`config.mk`:
```
export PLATFORM = sky130hd
export DESIGN_NAME = cp0_unit
export DESIGN_NICKNAME = d
export VERILOG_FILES = /design/src/rtl/cp0_pkg.sv /design/src/rtl/cp0_timer.sv /design/src/rtl/cp0_unit.sv
export SDC_FILE = /design/constraint.sdc
export NUM_CORES = 1
export LEC_CHECK = 0
export ABC_CLOCK_PERIOD_IN_PS = 4700
export BUFFER_PORTS_ARGS = -buffer_cell sky130_fd_sc_hd__buf_4
export CAP_MARGIN = 20
export CORE_UTILIZATION = 40
export DETAILED_ROUTE_END_ITERATION = 8
export PLACE_DENSITY = 0.7
export SLEW_MARGIN = 20
export SYNTH_ARGS = -nofsm -noshare
export SYNTH_HDL_FRONTEND = slang
export SYNTH_HIERARCHICAL = 1
export SYNTH_SLANG_ARGS = --single-unit
```
`constraint.sdc`:
```
create_clock -name clk -period 4.7 [get_ports clk]
set_clock_uncertainty 0.2 [all_clocks]
set_input_delay 0 -clock clk [delete_from_list [all_inputs] [get_ports clk]]
set_output_delay 0 -clock clk [all_outputs]
set_load 0.02 [all_outputs]
```
`src/rtl/cp0_pkg.sv`:
```
// Shared CP0 definitions: register indices, exception codes,
// SR/Cause field positions and the packed register views.
package cp0_pkg;

    localparam logic [4:0] REG_COUNT   = 5'd9;
    localparam logic [4:0] REG_COMPARE = 5'd11;
    localparam logic [4:0] REG_SR      = 5'd12;
    localparam logic [4:0] REG_CAUSE   = 5'd13;
    localparam logic [4:0] REG_EPC     = 5'd14;

    typedef enum logic [4:0] {
        EXC_INT     = 5'd0,
        EXC_ADEL    = 5'd4,
        EXC_ADES    = 5'd5,
        EXC_SYSCALL = 5'd8,
        EXC_RI      = 5'd10,
        EXC_OV      = 5'd12
    } exc_code_e;

    localparam int SR_IE       = 0;
    localparam int SR_EXL      = 1;
    localparam int SR_IM_LO    = 10;
    localparam int SR_IM_HI    = 15;
    localparam int CAUSE_EXC_LO = 2;
    localparam int CAUSE_EXC_HI = 6;
    localparam int CAUSE_IP_LO = 10;
    localparam int CAUSE_IP_HI = 15;
    localparam int CAUSE_TI    = 30;
    localparam int CAUSE_BD    = 31;

    localparam logic [31:0] HANDLER_PC_DEF = 32'h0000_4180;
    localparam logic [31:0] EPC_MASK_DEF   = 32'hFFFF_FFFC;

    typedef struct packed {
        logic [5:0] im;
        logic       exl;
        logic       ie;
    } sr_t;

    typedef struct packed {
        logic       bd;
        logic [5:0] ip;
        logic [4:0] exc;
    } cause_t;

    function automatic logic [31:0] pack_sr(input sr_t s);
        logic [31:0] w;
        w = '0;
        w[SR_IM_HI:SR_IM_LO] = s.im;
        w[SR_EXL] = s.exl;
        w[SR_IE] = s.ie;
        return w;
    endfunction

    // TI lives in the timer, so it is merged in at read time.
    function automatic logic [31:0] pack_cause(input cause_t c,
                                               input logic ti);
        logic [31:0] w;
        w = '0;
        w[CAUSE_BD] = c.bd;
        w[CAUSE_TI] = ti;
        w[CAUSE_IP_HI:CAUSE_IP_LO] = c.ip;
        w[CAUSE_EXC_HI:CAUSE_EXC_LO] = c.exc;
        return w;
    endfunction

endpackage

```
`src/rtl/cp0_timer.sv`:
```
// Count/Compare pair with the timer-interrupt flag TI.
// Only instantiated when CP0_COUNT_EN is defined.
module cp0_timer
    import cp0_pkg::*;
(
    input  logic        clk,
    input  logic        reset,
    input  logic        wr,
    input  logic [4:0]  addr,
    input  logic [31:0] wdata,
    output logic [31:0] count,
    output logic [31:0] compare,
    output logic        ti
);

    logic wr_count;
    logic wr_compare;

    assign wr_count   = wr && (addr == REG_COUNT);
    assign wr_compare = wr && (addr == REG_COMPARE);

    // Free-running counter; TI latches on match, cleared by a Compare write.
    always_ff @(posedge clk) begin
        if (reset) begin
            count   <= '0;
            compare <= '0;
            ti      <= 1'b0;
        end else begin
            count <= wr_count ? wdata : count + 32'd1;
            if (wr_compare) begin
                compare <= wdata;
                ti      <= 1'b0;
            end else if (count == compare) begin
                ti <= 1'b1;
            end
        end
    end

endmodule

```
`src/rtl/cp0_unit.sv`:
```
// Coprocessor 0: SR/Cause/EPC, interrupt and exception request.
// Define CP0_COUNT_EN to add Count(9)/Compare(11) and the TI source.
module cp0_unit
    import cp0_pkg::*;
#(
    parameter logic [31:0] HANDLER_PC = HANDLER_PC_DEF,
    parameter logic [31:0] EPC_MASK   = EPC_MASK_DEF
) (
    input  logic        clk,
    input  logic        reset,
    input  logic        en,
    input  logic [4:0]  cp0_addr,
    input  logic [31:0] cp0_in,
    output logic [31:0] cp0_out,
    input  logic [31:0] vpc,
    input  logic        bd_in,
    input  logic [4:0]  exc_code_in,
    input  logic [5:0]  hw_int,
    input  logic        exl_clr,
    output logic        req,
    output logic [31:0] epc_out,
    output logic [31:0] handler_pc
);

    sr_t         sr;
    cause_t      cause;
    logic [31:0] epc;

    logic        ti;
    logic [31:0] count;
    logic [31:0] compare;

    logic [5:0]  int_lines;
    logic        int_req;
    logic        exc_req;
    logic        wr;
    logic [31:0] victim;

    // An mtc0 in the same cycle as req is flushed, so its write is dropped.
    assign wr = en && !req;

`ifdef CP0_COUNT_EN
    cp0_timer u_timer (
        .clk     (clk),
        .reset   (reset),
        .wr      (wr),
        .addr    (cp0_addr),
        .wdata   (cp0_in),
        .count   (count),
        .compare (compare),
        .ti      (ti)
    );
`else
    assign ti      = 1'b0;
    assign count   = '0;
    assign compare = '0;
`endif

    assign int_lines = {hw_int[5] | ti, hw_int[4:0]};
    assign int_req   = !sr.exl && sr.ie && (|(sr.im & int_lines));
    assign exc_req   = !sr.exl && (exc_code_in != 5'd0);
    assign req       = int_req || exc_req;

    assign victim = bd_in ? (vpc - 32'd4) : vpc;

    // Status: exception entry sets EXL, then mtc0, then eret clears EXL.
    always_ff @(posedge clk) begin
        if (reset) begin
            sr <= '0;
        end else if (req) begin
            sr.exl <= 1'b1;
        end else if (wr && (cp0_addr == REG_SR)) begin
            sr.im  <= cp0_in[SR_IM_HI:SR_IM_LO];
            sr.exl <= cp0_in[SR_EXL];
            sr.ie  <= cp0_in[SR_IE];
        end else if (exl_clr) begin
            sr.exl <= 1'b0;
        end
    end

    // Cause: IP tracks the pins every cycle; BD/ExcCode captured on entry.
    always_ff @(posedge clk) begin
        if (reset) begin
            cause <= '0;
        end else begin
            cause.ip <= hw_int;
            if (req) begin
                cause.bd  <= bd_in;
                cause.exc <= int_req ? 5'(EXC_INT) : exc_code_in;
            end
        end
    end

    // EPC: victim PC on entry, otherwise mtc0 data; always word-aligned.
    always_ff @(posedge clk) begin
        if (reset) begin
            epc <= '0;
        end else if (req) begin
            epc <= victim & EPC_MASK;
        end else if (wr && (cp0_addr == REG_EPC)) begin
            epc <= cp0_in & EPC_MASK;
        end
    end

    // mfc0 read mux; no bypass of a same-cycle mtc0.
    always_comb begin
        cp0_out = '0;
        case (cp0_addr)
            REG_SR:      cp0_out = pack_sr(sr);
            REG_CAUSE:   cp0_out = pack_cause(cause, ti);
            REG_EPC:     cp0_out = epc;
            REG_COUNT:   cp0_out = count;
            REG_COMPARE: cp0_out = compare;
            default:     cp0_out = '0;
        endcase
    end

    // eret right behind an mtc0 EPC sees the new value.
    assign epc_out = (en && (cp0_addr == REG_EPC) && !req)
                   ? (cp0_in & EPC_MASK) : epc;

    assign handler_pc = HANDLER_PC;

endmodule

```
**After elaboration in Yosys (flattened, before gate mapping)**

Cells that the tools add are included.

- ROM bits: 0
- Bits in latches: 0
- Bits in registers: 50
- Logic and storage cells: 38
- Bits in writable memories: 0
- Memories: 0
- Input bits: 85

- Equality and inequality tests: 3
- Magnitude comparators: 0
- Multipliers: 0
- Div/mod/pow operators: 0
- Mux-type cells: 9
- Bitwise gates (word level): 2
- Add/sub/neg operators: 1
- Shift-type cells: 0
- Reductions and logical operators: 16

Operator list:

| operator | count |
|---|---|
| 32-bit two-way mux | 4 |
| 32-bit one-hot mux with 3 select lines | 1 |
| 32-bit by 3-bit subtractor with 32-bit output (second input constant) | 1 |
| 5-bit by 4-bit equality test with 1-bit output (second input constant) | 3 |
| 1-bit logical AND | 8 |
| 6-bit bitwise AND | 1 |
| 6-bit OR reduction | 1 |
| 5-bit two-way mux | 1 |
| 5-bit nonzero test | 1 |
| 1-bit two-way mux | 3 |
| 3-bit nonzero test | 1 |
| 1-bit logical NOT | 2 |
| 2-bit AND reduction | 1 |
| 2-bit nonzero test | 1 |
| 1-bit logical OR | 1 |
| 1-bit NOT | 1 |

**Depth between registers and ports, before layout**

- Word-level depth: 9
- Mapped depth: 7
- Depth with buffers taken out: 6

**Worst setup path before layout**

No wires, ideal clock.

- Path kind: flip-flop to flip-flop
- Start: register sr[2] (netlist name)
- End: register epc[12]
- Setup slack: 2.530 ns
- Clock period less this slack: 2.170 ns
- Cell stages (with the launch flop): 8
- Arrival time: 1.820 ns
- Required time: 4.351 ns
- Buffers on the path: 2
- Path through: dfxtp_1 a22oi_1 a311oi_1 clkbuf_1 nor2_1 inv_2 buf_1 a211oi_1

- Word-level cells in the longest chain between the ends: 8
- Elaborated cells between the ends (all ways): 9
- Classes of those cells: 1 x mux; 1 x bitwise; 7 x reduce/logical

Ends and longest elaborated chain:

| what | line | RTL |
|---|---|---|
| start: declaration | cp0_unit.sv:25 | `sr_t sr;` |
| 6-bit bitwise AND * | cp0_unit.sv:60 | `assign int_req = !sr.exl && sr.ie && (\|(sr.im & int_lines));` |
| 6-bit OR reduction * | cp0_unit.sv:60 |  |
| 1-bit logical AND * | cp0_unit.sv:60 |  |
| 1-bit logical OR * | cp0_unit.sv:62 | `assign req = int_req \|\| exc_req;` |
| net req | cp0_unit.sv:20 | `output logic req,` |
| 1-bit logical NOT | cp0_unit.sv:40 | `assign wr = en && !req;` |
| 1-bit logical AND | cp0_unit.sv:40 |  |
| 1-bit logical AND | cp0_unit.sv:100 | `end else if (wr && (cp0_addr == REG_EPC)) begin` |
| 2-bit nonzero test (no source line) | n/a |  |
| end signal: assignment | cp0_unit.sv:99 | `epc <= victim & EPC_MASK;` |
| end signal: assignment | cp0_unit.sv:101 | `epc <= cp0_in & EPC_MASK;` |
| end: declaration | cp0_unit.sv:27 | `logic [31:0] epc;` |

The timed path passes the listed nets; every way through them passes the cells marked *.
A chain may end at the register's enable or synchronous reset.

**Worst setup path in the final report**

- Start: input vpc[12]
- End: register epc[21]

- Word-level cells in the longest chain between the ends: 3

Ends and longest elaborated chain:

| what | line | RTL |
|---|---|---|
| start: declaration | cp0_unit.sv:15 | `input logic [31:0] vpc,` |
| 32-bit by 3-bit subtractor with 32-bit output | cp0_unit.sv:64 | `assign victim = bd_in ? (vpc - 32'd4) : vpc;` |
| 32-bit two-way mux | cp0_unit.sv:64 |  |
| 32-bit two-way mux | cp0_unit.sv:98 | `end else if (req) begin` |

No other way between the ends.

==> results.md <==
* Status: completed
* Gr busiest metal: met2
* Yosys cell types at 67
* Initial core utilization at 42.1%
* Layout cells sized above 1 at 31.0%
* WP data arrival at 3.60 ns
* FP Rows at 35
* Mapped Avg Cell Area at 8.63 µm²
* Met3 GRT Util at 3.80%
* Fill count at 831
* Reg2reg start: sr[4]
* Vias in the first global route at 4,291
* Final min period at 3.61 ns
* Max clock buf depth at 2
* Startpoint Class: input port
* RSZ-0062 raised after global routing: no
* Sw Pwr at 0.372 mW
* Met2 Usage GRT at 45.5%
* DRT Pass-1 Iters at 4
* Met1 Usage GRT at 33.9%
* DIE AREA at 10,300 µm²
* FF-to-FF setup slack at 1.28 ns
* Largest net degree at the start of global routing at 51
* Nets at 744
* Drt first-iter violations at 262
* CTS tree: built
* Worst slew margin at 32.4%
* Vias at 4,510
* Max-cap violations at 0
* Commonest non-fill, non-tap cell in the layout: buf_4
* Syn Inst Count at 459
* Critical path data required time at 4.70 ns
* R2r worst-path depth at 7
* Final setup violation count at 0
* DIE WIDTH at 102 µm
* Highest-count cells in the layout ignoring fill and taps: 149 x buf_4, 89 x dlygate4sd3_1, 50 x dfxtp_1, 44 x and3_1, 34 x conb_1
* Worst-Skew Late Latency at 0.31 ns
* Root buf cell: clkbuf_8
* Worst Hold Class: input port to register
* Routed vias/inst at 5.73
* Leakage at 2.53 nW
* Maximum VDD drop at 151 µV
* Synthesized flop and latch total at 50
* Area growth syn-to-layout at 48.5%
* CTS H-tree depth at 2
* Initial antenna violation count at 0
* First-pass GRT wire length at 21,400 µm
* Placed insts at 691
* Synthesis Warnings at 6
* Main combinational cell family by area after synthesis: simple AND/OR/NAND/NOR gates
* Crit-path max FO at 18
* Post-Layout Cell Count at 787
* HPWL Detailed at 9250 µm
* Adder-cell share of the synthesized area at 0.316%
* Post-synth top flop: dfxtp_1
* Core Region at 9420 µm²
* Final Hold Vio Count at 0
* Synth Area in Compound Gates at 22.9%
* Number of synthesized flops with an enable pin at 0
* PwrDens at 191 nW/µm²
* Cell area after synthesis at 3960 µm²
* Final setup TNS at 0 ns
* Total grt overflow at 0
* Post-synthesis sequential area ratio at 25.3%
* Clk pwr share at 22.5%
* CP Capture Type: register
* Synth Area in XOR/XNOR at 2.43%
* Slew @ Worst Pin at 1.01 ns
* R2R Path End: epc[27]
* CTS Buf Count at 5
* Reg power frac at 42.7%
* CP Class: input port to register
* Placer Congestion at 0.883
* Gr usage total at 26.1%
* IO buf count at 145
* ANT cells at 0
* Detail Route Antenna Nets at 0
* Pins over their slew limit at 0
* Final period util at 76.7%
* Post-synth ARST share at 0%
* Setup crit end: epc[21]
* Final wirelength at 13,800 µm
* Simple-gate share of the synthesized area at 24.7%
* # DRC at 0
* Combinational Power Share at 34.8%
* I/O pin count at 182
* Sink Count at 50
* Sw Ratio at 33.2%
* Area post-placement at 4910 µm²
* Clock edge transition at the registers on the reported setup and hold paths at 0.09 ns
* Final Instance Area at 5880 µm²
* Crit. Startpoint: vpc[12]
* Die height at 102 µm
* Wirelength per Cell at 17.5 µm
* Maximum operating frequency at 0.277 GHz
* Mux cell area share after synthesis at 11.6%
* P_int at 0.750 mW
cells in the mapped netlist, drive strengths merged (8+ instances only):
library cell	instances	area, µm²
buf	41	294
a311oi	17	149
or4	13	103
clkbuf	35	165
mux2i	12	120
and3	45	283
a21oi	9	45.0
nand2	14	52.6
o21ai	12	60.1
nor2	8	30.0
nand4	10	62.6
nor3	10	50.1
a2111oi	27	236
a211oi	11	82.6
mux2	30	338
o31ai	16	120
dfxtp	50	1000
or3	8	53.8
critical path, stage by stage:
cell           delay, ns
dlygate4sd3_1       0.54
buf_4               0.14
nor4_1              0.70
nand2b_1            0.51
o41ai_1             0.45
dlygate4sd3_1       0.60
a311oi_1            0.08
dlygate4sd3_1       0.59
cell type report:
type / instances / area (µm²) / area share [%]
Sequential cell: 50 / 1000 / 17.0
Tap cell: 129 / 161 / 2.74
Inverter: 5 / 18.8 / 0.319
Clock inverter: 2 / 15.0 / 0.255
Multi-Input combinational cell: 358 / 2610 / 44.4
Clock buffer: 5 / 68.8 / 1.17
Timing Repair Buffer: 238 / 2010 / 34.1
metrics by stage:
step | util [%] | hold WS, ns | power, mW | setup slack, ns
after floorplan | - | -0.0718 | 0.692 | 2.53
after global placement | 52.1 | 0.0254 | 0.808 | 1.92
final | 62.5 | 0.00915 | 1.12 | 1.09
after detailed placement | 52.1 | 0.0282 | 0.814 | 1.88
after global routing | 62.5 | 0.0286 | 1.17 | 0.955
after CTS | 62.5 | 0.00291 | 1.12 | 1.23
metal layers:
metal  part of all wire (%)  wire length, µm  up-vias
li1                       -                -     2137
met1                     43             5940     2151
met2                     49             6770      203
met3                    6.2              855       19
met4                    1.6              225        0
met5                      0                0        -
power groups by stage:
stage               Sequential [mW]  Clock, mW  Combinational [mW]
CTS                           0.479      0.253               0.385
floorplan                     0.479          0               0.213
finish                        0.479      0.252               0.391
global placement              0.488          0               0.320
global route                  0.483      0.269               0.417
detailed placement            0.489          0               0.324
sequential cells by signal, indices dropped and copies added, names as in the netlist:
signal and flops:
sr 8, cause 12, epc 30
cell families after synthesis:
kind of cell | Yosys count
muxes | 42
buffers and inverters | 83
adders and majority gates | 1
other | 2
xor gates and xnor gates | 11
AOI/OAI and AO/OA | 117
DFF | 50
and+or+nand+nor | 153
repair_timing:
item                                   4_1_cts  5_1_grt
hold buffers                                89        0
resized for setup                            0        0
buffers inserted                             0        0
endpoints found under the hold margin       50        0
worst min path at each step:
stage,start,end,cells after the start
floorplan,hw_int[5],cause[10],1
global placement,hw_int[5],cause[10],2
detailed placement,hw_int[1],cause[6],2
CTS,cp0_in[2],epc[2],4
global route,cp0_in[5],epc[5],4
finish,cp0_in[2],epc[2],4
Power figures use the tool's default switching activity.
